[src/rtl/clk_pkg.sv]
// ---------------------------------------------------------------------------
// clk_pkg : shared defaults and helper for the pll_clk_div clock stand-in
// Revision: 1.0
// ---------------------------------------------------------------------------
`default_nettype none

package clk_pkg;

  localparam int DEF_DIV_RATIO   = 2;
  localparam int DEF_LOCK_CYCLES = 16;
  localparam int DEF_SYNC_STAGES = 2;

  // Bits needed to hold the values 0..value-1.
  function automatic int clog2(input int value);
    int r;
    int v;
    r = 0;
    v = value - 1;
    while (v > 0) begin
      r = r + 1;
      v = v >> 1;
    end
    return r;
  endfunction

endpackage : clk_pkg

`default_nettype wire

[src/rtl/pll_clk_div_rst_sync.sv]
// ---------------------------------------------------------------------------
// rst_sync : async-assert / sync-deassert active-low reset synchronizer
// Revision: 1.0
// ---------------------------------------------------------------------------
`default_nettype none

module rst_sync #(
  parameter int STAGES = 2
) (
  input  logic clk_i,
  input  logic rst_ni,
  output logic rst_no
);

  logic [STAGES-1:0] sync_q;

  always_ff @(posedge clk_i or negedge rst_ni) begin
    if (!rst_ni) begin
      sync_q <= '0;
    end else begin
      sync_q <= {sync_q[STAGES-2:0], 1'b1};
    end
  end

  assign rst_no = sync_q[STAGES-1];

endmodule : rst_sync

`default_nettype wire

[src/rtl/pll_clk_div.sv]
// ---------------------------------------------------------------------------
// pll_clk_div : digital PLL stand-in, integer clock divider with lock flag
// Revision: 1.0
// ---------------------------------------------------------------------------
`default_nettype none

module pll_clk_div
  import clk_pkg::*;
#(
  parameter int DIV_RATIO   = DEF_DIV_RATIO,
  parameter int LOCK_CYCLES = DEF_LOCK_CYCLES,
  parameter int SYNC_STAGES = DEF_SYNC_STAGES
) (
  input  logic inclk0,
  input  logic areset,
  output logic c0,
  output logic locked
);

  localparam int CW = clog2(DIV_RATIO);
  localparam int LW = clog2(LOCK_CYCLES + 1);
  localparam logic [CW-1:0] CNT_MAX  = CW'(DIV_RATIO - 1);
  localparam logic [CW-1:0] CNT_HIGH = CW'((DIV_RATIO + 1) / 2);
  localparam logic [LW-1:0] LOCK_MAX = LW'(LOCK_CYCLES);

  generate
    if (DIV_RATIO < 2 || DIV_RATIO > 256) begin : g_bad_div
      $error("pll_clk_div: DIV_RATIO must be in 2..256");
    end
    if (LOCK_CYCLES < 1 || LOCK_CYCLES > 65535) begin : g_bad_lock
      $error("pll_clk_div: LOCK_CYCLES must be in 1..65535");
    end
    if (SYNC_STAGES < 2 || SYNC_STAGES > 4) begin : g_bad_sync
      $error("pll_clk_div: SYNC_STAGES must be in 2..4");
    end
  endgenerate

  logic run_en;

  rst_sync #(
    .STAGES (SYNC_STAGES)
  ) u_rst_sync (
    .clk_i  (inclk0),
    .rst_ni (areset),
    .rst_no (run_en)
  );

  logic          started_q, started_d;
  logic [CW-1:0] cnt_q,     cnt_d;
  logic          c0_q,      c0_d;
  logic [LW-1:0] lock_cnt_q, lock_cnt_d;
  logic          locked_q,  locked_d;
  logic          wrap;

  // The first run edge only primes the divider so c0 rises one cycle after release.
  always_comb begin
    started_d  = started_q;
    cnt_d      = cnt_q;
    c0_d       = c0_q;
    lock_cnt_d = lock_cnt_q;
    locked_d   = locked_q;
    wrap       = 1'b0;
    if (run_en) begin
      if (!started_q) begin
        started_d = 1'b1;
        cnt_d     = '0;
        c0_d      = 1'b1;
      end else begin
        wrap  = (cnt_q == CNT_MAX);
        cnt_d = wrap ? '0 : cnt_q + 1'b1;
        c0_d  = (cnt_d < CNT_HIGH);
        if (wrap && lock_cnt_q != LOCK_MAX) begin
          lock_cnt_d = lock_cnt_q + 1'b1;
        end
        locked_d = locked_q | (lock_cnt_d == LOCK_MAX);
      end
    end
  end

  always_ff @(posedge inclk0 or negedge areset) begin
    if (!areset) begin
      started_q  <= 1'b0;
      cnt_q      <= '0;
      c0_q       <= 1'b0;
      lock_cnt_q <= '0;
      locked_q   <= 1'b0;
    end else begin
      started_q  <= started_d;
      cnt_q      <= cnt_d;
      c0_q       <= c0_d;
      lock_cnt_q <= lock_cnt_d;
      locked_q   <= locked_d;
    end
  end

  assign c0     = c0_q;
  assign locked = locked_q;

endmodule : pll_clk_div

`default_nettype wire

[config.mk]
export PLATFORM = sky130hd
export DESIGN_NAME = pll_clk_div
export DESIGN_NICKNAME = d
export VERILOG_FILES = /design/src/rtl/clk_pkg.sv /design/src/rtl/pll_clk_div_rst_sync.sv /design/src/rtl/pll_clk_div.sv
export SDC_FILE = /design/constraint.sdc
export NUM_CORES = 1
export LEC_CHECK = 0
export ABC_CLOCK_PERIOD_IN_PS = 2100
export CORE_AREA = 10 10 47 49
export DETAILED_ROUTE_END_ITERATION = 8
export DIE_AREA = 0 0 57 59
export GPL_TIMING_DRIVEN = 0
export HOLD_SLACK_MARGIN = 0.1
export PLACE_DENSITY = 0.66
export RECOVER_POWER = 25
export SLEW_MARGIN = 20
export SYNTH_ARGS = -nofsm -noshare
export SYNTH_HDL_FRONTEND = slang
export SYNTH_SLANG_ARGS = --single-unit
[constraint.sdc]
create_clock -name inclk0 -period 2.1 [get_ports inclk0]
set_input_delay 0.63 -clock inclk0 [delete_from_list [all_inputs] [get_ports inclk0]]
set_output_delay 0.63 -clock inclk0 [all_outputs]
set_load 0.01 [all_outputs]
==> summary.md, run 1 <==
| Metric | Value |
|---|---|
| Status | finished, final reports clean |
| Vias post-DR | 320 |
| Most common cell in the synthesized netlist | dfrtp_1 |
| Starting Density | 0.387 |
| Syn nets | 48 |
| Flop2flop setup slack | ~0.49 ns |
| Top cell type's share of synthesized area | 0.508 |
| Reg clk slew, reported paths | 0.06 ns |
| Core box area | around 0.0014 mm2 |
| Number of remaining DRC errors | 0 |
| Standard-cell rows | 14 |
| CTS tree | built |
| Clock latency on the worst-skew pair | approximately 0.27 ns |
| Synthesized instance count | 44 |
| Hold wc startpoint | u_rst_sync.sync_q[0]$_DFF_PN0_ |
| GRT Total Usage | 0.0566 |
| Clock sink count | 11 |
| Crit-path max FO | 2 |
| Ports | 4 |
| Nets | 56 |
| Num CTS Buffers | 3 |
| Synth cell count leaders | dfrtp_1 (11), xor2_1 (5), inv_1 (4) |
| Share of layout cells above drive strength 1 | 0.176 |
| Final Skew | about 0.0097 ns |
| Hold-fix buffers at CTS | 0 |
| MaxCap Viol Count | 0 |
| Routed WL per cell | around 11 um |
| Dpl hpwl | roughly 570 um |
| Hold Crit Depth | 0 |
| Multi-input gate area | about 240 um2 |
| Max Buffers Root-to-Sink | 2 |
| Post-synth top flop | dfrtp_1 |
| Setup bufs post-CTS | 0 |
| Post-CTS sizing | 0 |
| Number of synthesized flops with an enable pin | 0 |
| Diode count | 0 |
| Placed Cells | 63 |
| Gpl congestion | 0.792 |
| Antenna-violating nets left | 0 |
| Crit path required time | between 1 and 1.5 ns |
| Hold EP | u_rst_sync.sync_q[1]$_DFF_PN0_ |
| Largest net degree at the start of global routing | 12 |
| Fmax | ~560 MHz |
| Setup TNS | 0 ns |
| Nature of the critical path endpoint | primary output |
| Hold Crit Class | register to register |
| Period minus WS final | about 1.8 ns |
| Final wirelength | 761 um |
| Final hold vios | 0 |
| Sequential power share | 0.461 |
| Power per cell area | 1240 mW/mm2 |
| H-tree depth | 1 |
| Worst path bufs/invs | 1 |
| Unrepaired setup endpoints after global routing | false |
| Netlist cell types | 20 |
| FF+latch area | roughly 280 um2 |
| Fill count | between 100 and 150 |
| Seq/Total Area, Yosys | 0.508 |
| Leak | roughly 0.28 nW |
| CP Data Arrival Time | about 1.2 ns |
| Internal Power | 0.000486 W |
| GRT Residual Overflow | 0 |
| Comb power frac | 0.350 |
| Finish-stage setup viols | 0 |
| Worst R2R End | lock_cnt_q[1]$_DFFE_PN0P_ |
| Die ar. | about 0.0034 mm2 |
| Post-synth ARST share | 1.00 |
| Setup crit start kind | register |
| Yosys warns | 0 |
| R2R depth | 5 |
| Area leader, netlist | dfrtp_1 |
| First-pass DRT Iterations | 1 |
| Die X | roughly 57 um |
| Worst path cell trace | clkdlybuf4s50_1 |
| Synth Register Bits | 11 |
| Number of global-route vias before repair | about 340 |
| DRT iter0 DRCs | 0 |
| PortBufs | 3 |
| RR Startpoint | lock_cnt_q[0]$_DFFE_PN0P_ |
| DIE HEIGHT | ~60 um |
| CP Launch Point | c0$_DFFE_PN0P_ |
| Via-to-Cell Ratio | approximately 4.8 |
| Post-Syn Area | between 500 and 600 um2 |
| Clk pwr share | 0.189 |
| Non-filler cells, final | 67 |
| VDD IR max | 0.000524 V |
| Crit Path Category | register to primary output |
| Initial antenna violation count | 0 |
| Slowest stage cell, crit path | clkdlybuf4s50_1 |
| Max stage delay on crit path | 0.54 ns |
| Synth area leaders | dfrtp_1 (51%), xor2_1 (8.1%), ha_1 (4.6%) |
| Mean Syn Cell Area | about 12 um2 |
| Switching portion of total power | 0.365 |
| Max Slew Vio Count | 0 |
| First-pass GRT wire length | between 1000 and 1500 um |
| Synthesis-to-layout area growth | 14.1% |
| Crit-path leading delay family | buffers and inverters |
| Clock root buffer | clkbuf_4 |
| Final period util | 0.847 |
| Tot Pwr | ~0.00077 W |
| Switching power | 0.000280 W |
worst reg2reg max path, delay by kind of cell, from the launching register on:
kind,cells,cell delay [ns]
DFF,1,0.44
AOI/OAI and AO/OA,1,0.37
muxes,1,0.36
adders and majority gates,1,0.16
buffers and inverters,1,0.10
and+or+nand+nor,1,0.08
metrics by stage:
| step | hold WS, ns | util | worst slack [ns] | area [um2] |
|---|---|---|---|---|
| floorplan | 0.331 | - | 0.615 | 542 |
| global placement | 0.333 | 0.422 | 0.508 | 592 |
| detailed placement | 0.339 | 0.422 | 0.499 | 592 |
| CTS | 0.354 | 0.441 | 0.292 | 618 |
| global route | 0.368 | 0.441 | 0.255 | 618 |
| finish | 0.350 | 0.441 | 0.322 | 618 |
registers in the layout (all words and copies together), names as in the netlist:
name and flops:
c0 1, cnt_q 1, lock_cnt_q 5, locked 1, started_q 1, u_rst_sync.sync_q 2
how the worst max path moves through the flow:
| stage | cells past startpoint | end | slack, ns |
|---|---|---|---|
| after floorplan | 5 | lock_cnt_q[1]$_DFFE_PN0P_ | 0.62 |
| after global placement | 5 | lock_cnt_q[1]$_DFFE_PN0P_ | 0.51 |
| after detailed placement | 5 | lock_cnt_q[1]$_DFFE_PN0P_ | 0.50 |
| after CTS | 1 | locked | 0.29 |
| after global routing | 1 | locked | 0.26 |
| final | 1 | c0 | 0.32 |
cell usage in the layout, fill, tap and decap left out, drive strengths merged, types with 3 or more instances in the layout:
master,count
inv,4
clkbuf,4
nor2,3
dfrtp,11
xor2,5
power groups by stage:
stage | Sequential [W] | Combinational [W] | Clock, W
2_1_floorplan | 0.000349 | 0.000216 | 0
3_3_place_gp | 0.000356 | 0.000270 | 0
3_5_place_dp | 0.000359 | 0.000271 | 0
4_1_cts | 0.000354 | 0.000274 | 0.000155
5_1_grt | 0.000368 | 0.000309 | 0.000160
6_report | 0.000354 | 0.000268 | 0.000145
kinds of logic (layout without fill, tap and decap cells):
kind of cell / after synthesis / count (layout) / share of synthesized area
compound gates: 4 / 4 / 0.115
xor+xnor: 7 / 7 / 0.113
fa+ha+maj: 2 / 2 / 0.0462
buf+inv: 5 / 12 / 0.0485
flops: 11 / 11 / 0.508
mux: 3 / 3 / 0.0577
other cells: 1 / 1 / 0.00692
simple gates: 11 / 11 / 0.104
area by class of cell:
cell class	instances	area share
Tap cell	16	0.0324
Inverter	4	0.0243
Sequential cell	11	0.445
Timing Repair Buffer	3	0.0486
Multi-Input combinational cell	28	0.389
Buffer	1	0.0182
Clock buffer	4	0.0425
per-layer routing:
layer  part of all wire  up-vias  routed length, um  global-route usage
li1                   -      162                  -                   -
met1               0.47      148                357              0.0632
met2               0.44        5                333              0.0775
met3              0.050        5                 38              0.0215
met4              0.042        0                 32              0.0604
met5                  0        -                  0                   0
(Power assumes the default switching activity.)
==> inputs of run 2 (changes only) <==
Settings changed: ABC_CLOCK_PERIOD_IN_PS 2100 to 1600, PLACE_DENSITY 0.66 to 0.68.
Clock period 2.1 ns to 1.6 ns, I/O delays scaled along.
==> run 2 against run 1 <==
Sequential share of layout area is 3.0 points lower. Non-clock buffer count is 2 higher. Final cell count is 3.0% higher. Wire length is 19% higher. Critical path type is now register to register. Largest cell class unchanged.
==> summary.md, run 2 (synthesized netlist as in run 1, its figures left out) <==
| Metric | Value |
|---|---|
| Nature of the critical path endpoint | register |
| Placed Cells | 63 (unchanged) |
| Crit Path Category | register to register |
| GRT Total Usage | 0.0613 (+0.00463) |
| Dpl hpwl | 610 um (+7.8%) |
| Status | finished, final reports clean |
| Biggest regs | lock_cnt_q x5, u_rst_sync.sync_q x2 |
| Fmax | 641 MHz |
| Number of global-route vias before repair | 353 (+5.4%) |
| Initial antenna violation count | 0 (unchanged) |
| Routed WL per cell | 13.1 um (+15%) |
| Starting Density | 0.387 (unchanged) |
| Crit path required time | 1.76 ns (+0.29 ns) |
| GRT busiest layer | met2 |
| Crit-path max FO | 5 (+3) |
| CP Data Arrival Time | 1.72 ns (+0.57 ns) |
| Ports | 4 (unchanged) |
| First-pass DRT Iterations | 2 (+1) |
| Met3 usage | 0.0386 (+0.0172) |
| GRT Residual Overflow | 0 (unchanged) |
| Setup crit start kind | register |
| Sequential power share | 0.423 (-0.038) |
| Leak | 0.304 nW (+10%) |
| Setup TNS | 0 ns (unchanged) |
| Final wirelength | 904 um (+19%) |
| Antenna-violating nets left | 0 (unchanged) |
| Tot Pwr | 0.00113 W (+48%) |
| Gpl congestion | 0.829 (+4.6%) |
| Number of remaining DRC errors | 0 (unchanged) |
| Diode count | 0 (unchanged) |
| Nets | 58 (+3.6%) |
| Synthesis-to-layout area growth | 22.9% |
| Die ar. | 0.00336 mm2 (unchanged) |
| Register bank with the most flops | lock_cnt_q |
| Hold Crit Class | register to register |
| Max reg flops | 5 (unchanged) |
| Comb power frac | 0.407 (+0.057) |
| CTS tree | built |
| Die X | 57 um (unchanged) |
| Period minus WS final | ~1.6 ns |
| Final period util | 0.975 |
| Clock sink count | 11 (unchanged) |
| Commonest non-fill, non-tap cell in the layout | dfrtp_1 |
| Vias post-DR | 345 (+7.8%) |
| First-pass GRT wire length | 1510 um (+4.8%) |
| Met1 Track Usage GR | 0.0555 (-0.00769) |
| DP Area | 592 um2 (unchanged) |
| Design Area, Final | 666 um2 (+7.7%) |
| Max Buffers Root-to-Sink | 2 (unchanged) |
| Share of layout cells above drive strength 1 | 0.302 (+0.125) |
| DRT iter0 DRCs | 3 (+3) |
| Final Skew | 0.00563 ns (-0.00410 ns) |
| PortBufs | 3 (unchanged) |
| Clock latency on the worst-skew pair | 0.28 ns (about the same) |
| Switching power | 0.000431 W (+54%) |
| Clock root buffer | clkbuf_4 |
| Final Util | 0.475 (+0.0339) |
| H-tree depth | 1 (unchanged) |
| Non-filler cells, final | 69 (+3.0%) |
| Num CTS Buffers | 3 (unchanged) |
| Internal Power | 0.000702 W (+44%) |
| Final hold vios | 0 (unchanged) |
| Via-to-Cell Ratio | 5.00 (+4.7%) |
| Most frequent cells in the layout | dfrtp_1 (10), xor2_1 (5), inv_1 (3), nor2_1 (3), clkbuf_4 (3) |
| Core box area | 0.00140 mm2 (unchanged) |
| Finish-stage setup viols | 0 (unchanged) |
| Power per cell area | 1700 mW/mm2 (+37%) |
| Routing usage on met2 | 0.0822 (+0.00465) |
| Max Slew Vio Count | 0 (unchanged) |
| Reg clk slew, reported paths | 0.07 ns (about the same) |
| Largest net degree at the start of global routing | 12 (unchanged) |
| DIE HEIGHT | 59 um (unchanged) |
| Switching portion of total power | 0.380 (+0.0148) |
| Clk pwr share | 0.170 (-0.019) |
| Hold-fix buffers at CTS | 0 (unchanged) |
| VDD IR max | 0.000798 V (+52%) |
| MaxCap Viol Count | 0 (unchanged) |
| Standard-cell rows | 14 (unchanged) |
-- run 2: cell type report --
class	instances	area, um2
flip-flops and latches	11	277
inverters	4	15.0
plain buffers	1	11.3
multi-input cells	28	274
clock buffers	4	26.3
repair buffers	5	42.5
fillers	133	736
well taps	16	20.0
-- run 2: worst max-delay path, stage by stage (launching register included) --
cell	delay, ns
dfrtp_1	0.43
inv_1	0.12
ha_4	0.15
nand2_4	0.06
o311ai_4	0.36
mux2_4	0.33
-- run 2: power groups by stage --
stage	Combinational (W)	Sequential (W)	Clock, W
floorplan	0.000284	0.000458	0
global placement	0.000356	0.000465	0
detailed placement	0.000368	0.000470	0
CTS	0.000368	0.000470	0.000197
global route	0.000511	0.000494	0.000210
finish	0.000461	0.000479	0.000193
-- run 2: what timing repair did --
action                                  in CTS  in global routing
endpoints found under the setup margin       3                  2
setup buffers                                0                  2
hold endpoints to repair                     0                  0
pin swaps                                    0                  3
resized for setup                            3                  7
-- run 2: per-stage QoR --
stage / setup WS [ns] / hold slack (ns)
3_3_place_gp: 0.00408 / 0.334
4_1_cts: 0.0331 / 0.363
6_report: 0.0400 / 0.362
3_5_place_dp: -0.00788 / 0.348
5_1_grt: -0.00919 / 0.379
2_1_floorplan: 0.115 / 0.184
-- run 2: worst paths after layout --
kind | startpoint | to | slack, ns | depth (start not counted)
worst max-delay path | lock_cnt_q[1]$_DFFE_PN0P_ | lock_cnt_q[1]$_DFFE_PN0P_ | 0.04 | 5
worst min-delay path | u_rst_sync.sync_q[0]$_DFF_PN0_ | u_rst_sync.sync_q[1]$_DFF_PN0_ | 0.36 | 0
worst max register to register | lock_cnt_q[1]$_DFFE_PN0P_ | lock_cnt_q[1]$_DFFE_PN0P_ | 0.04 | 5
worst min register to register | u_rst_sync.sync_q[0]$_DFF_PN0_ | u_rst_sync.sync_q[1]$_DFF_PN0_ | 0.36 | 0
max in group asynchronous | areset | lock_cnt_q[0]$_DFFE_PN0P_ | 0.66 | 1
min in group asynchronous | areset | lock_cnt_q[2]$_DFFE_PN0P_ | 0.60 | 1
-- run 2: routing by layer --
metal	wire length, um	share of wire	up-vias
met3	62	0.069	4
met1	387	0.43	169
met2	403	0.45	6
li1	-	-	166
met5	0	0	-
met4	51	0.056	0
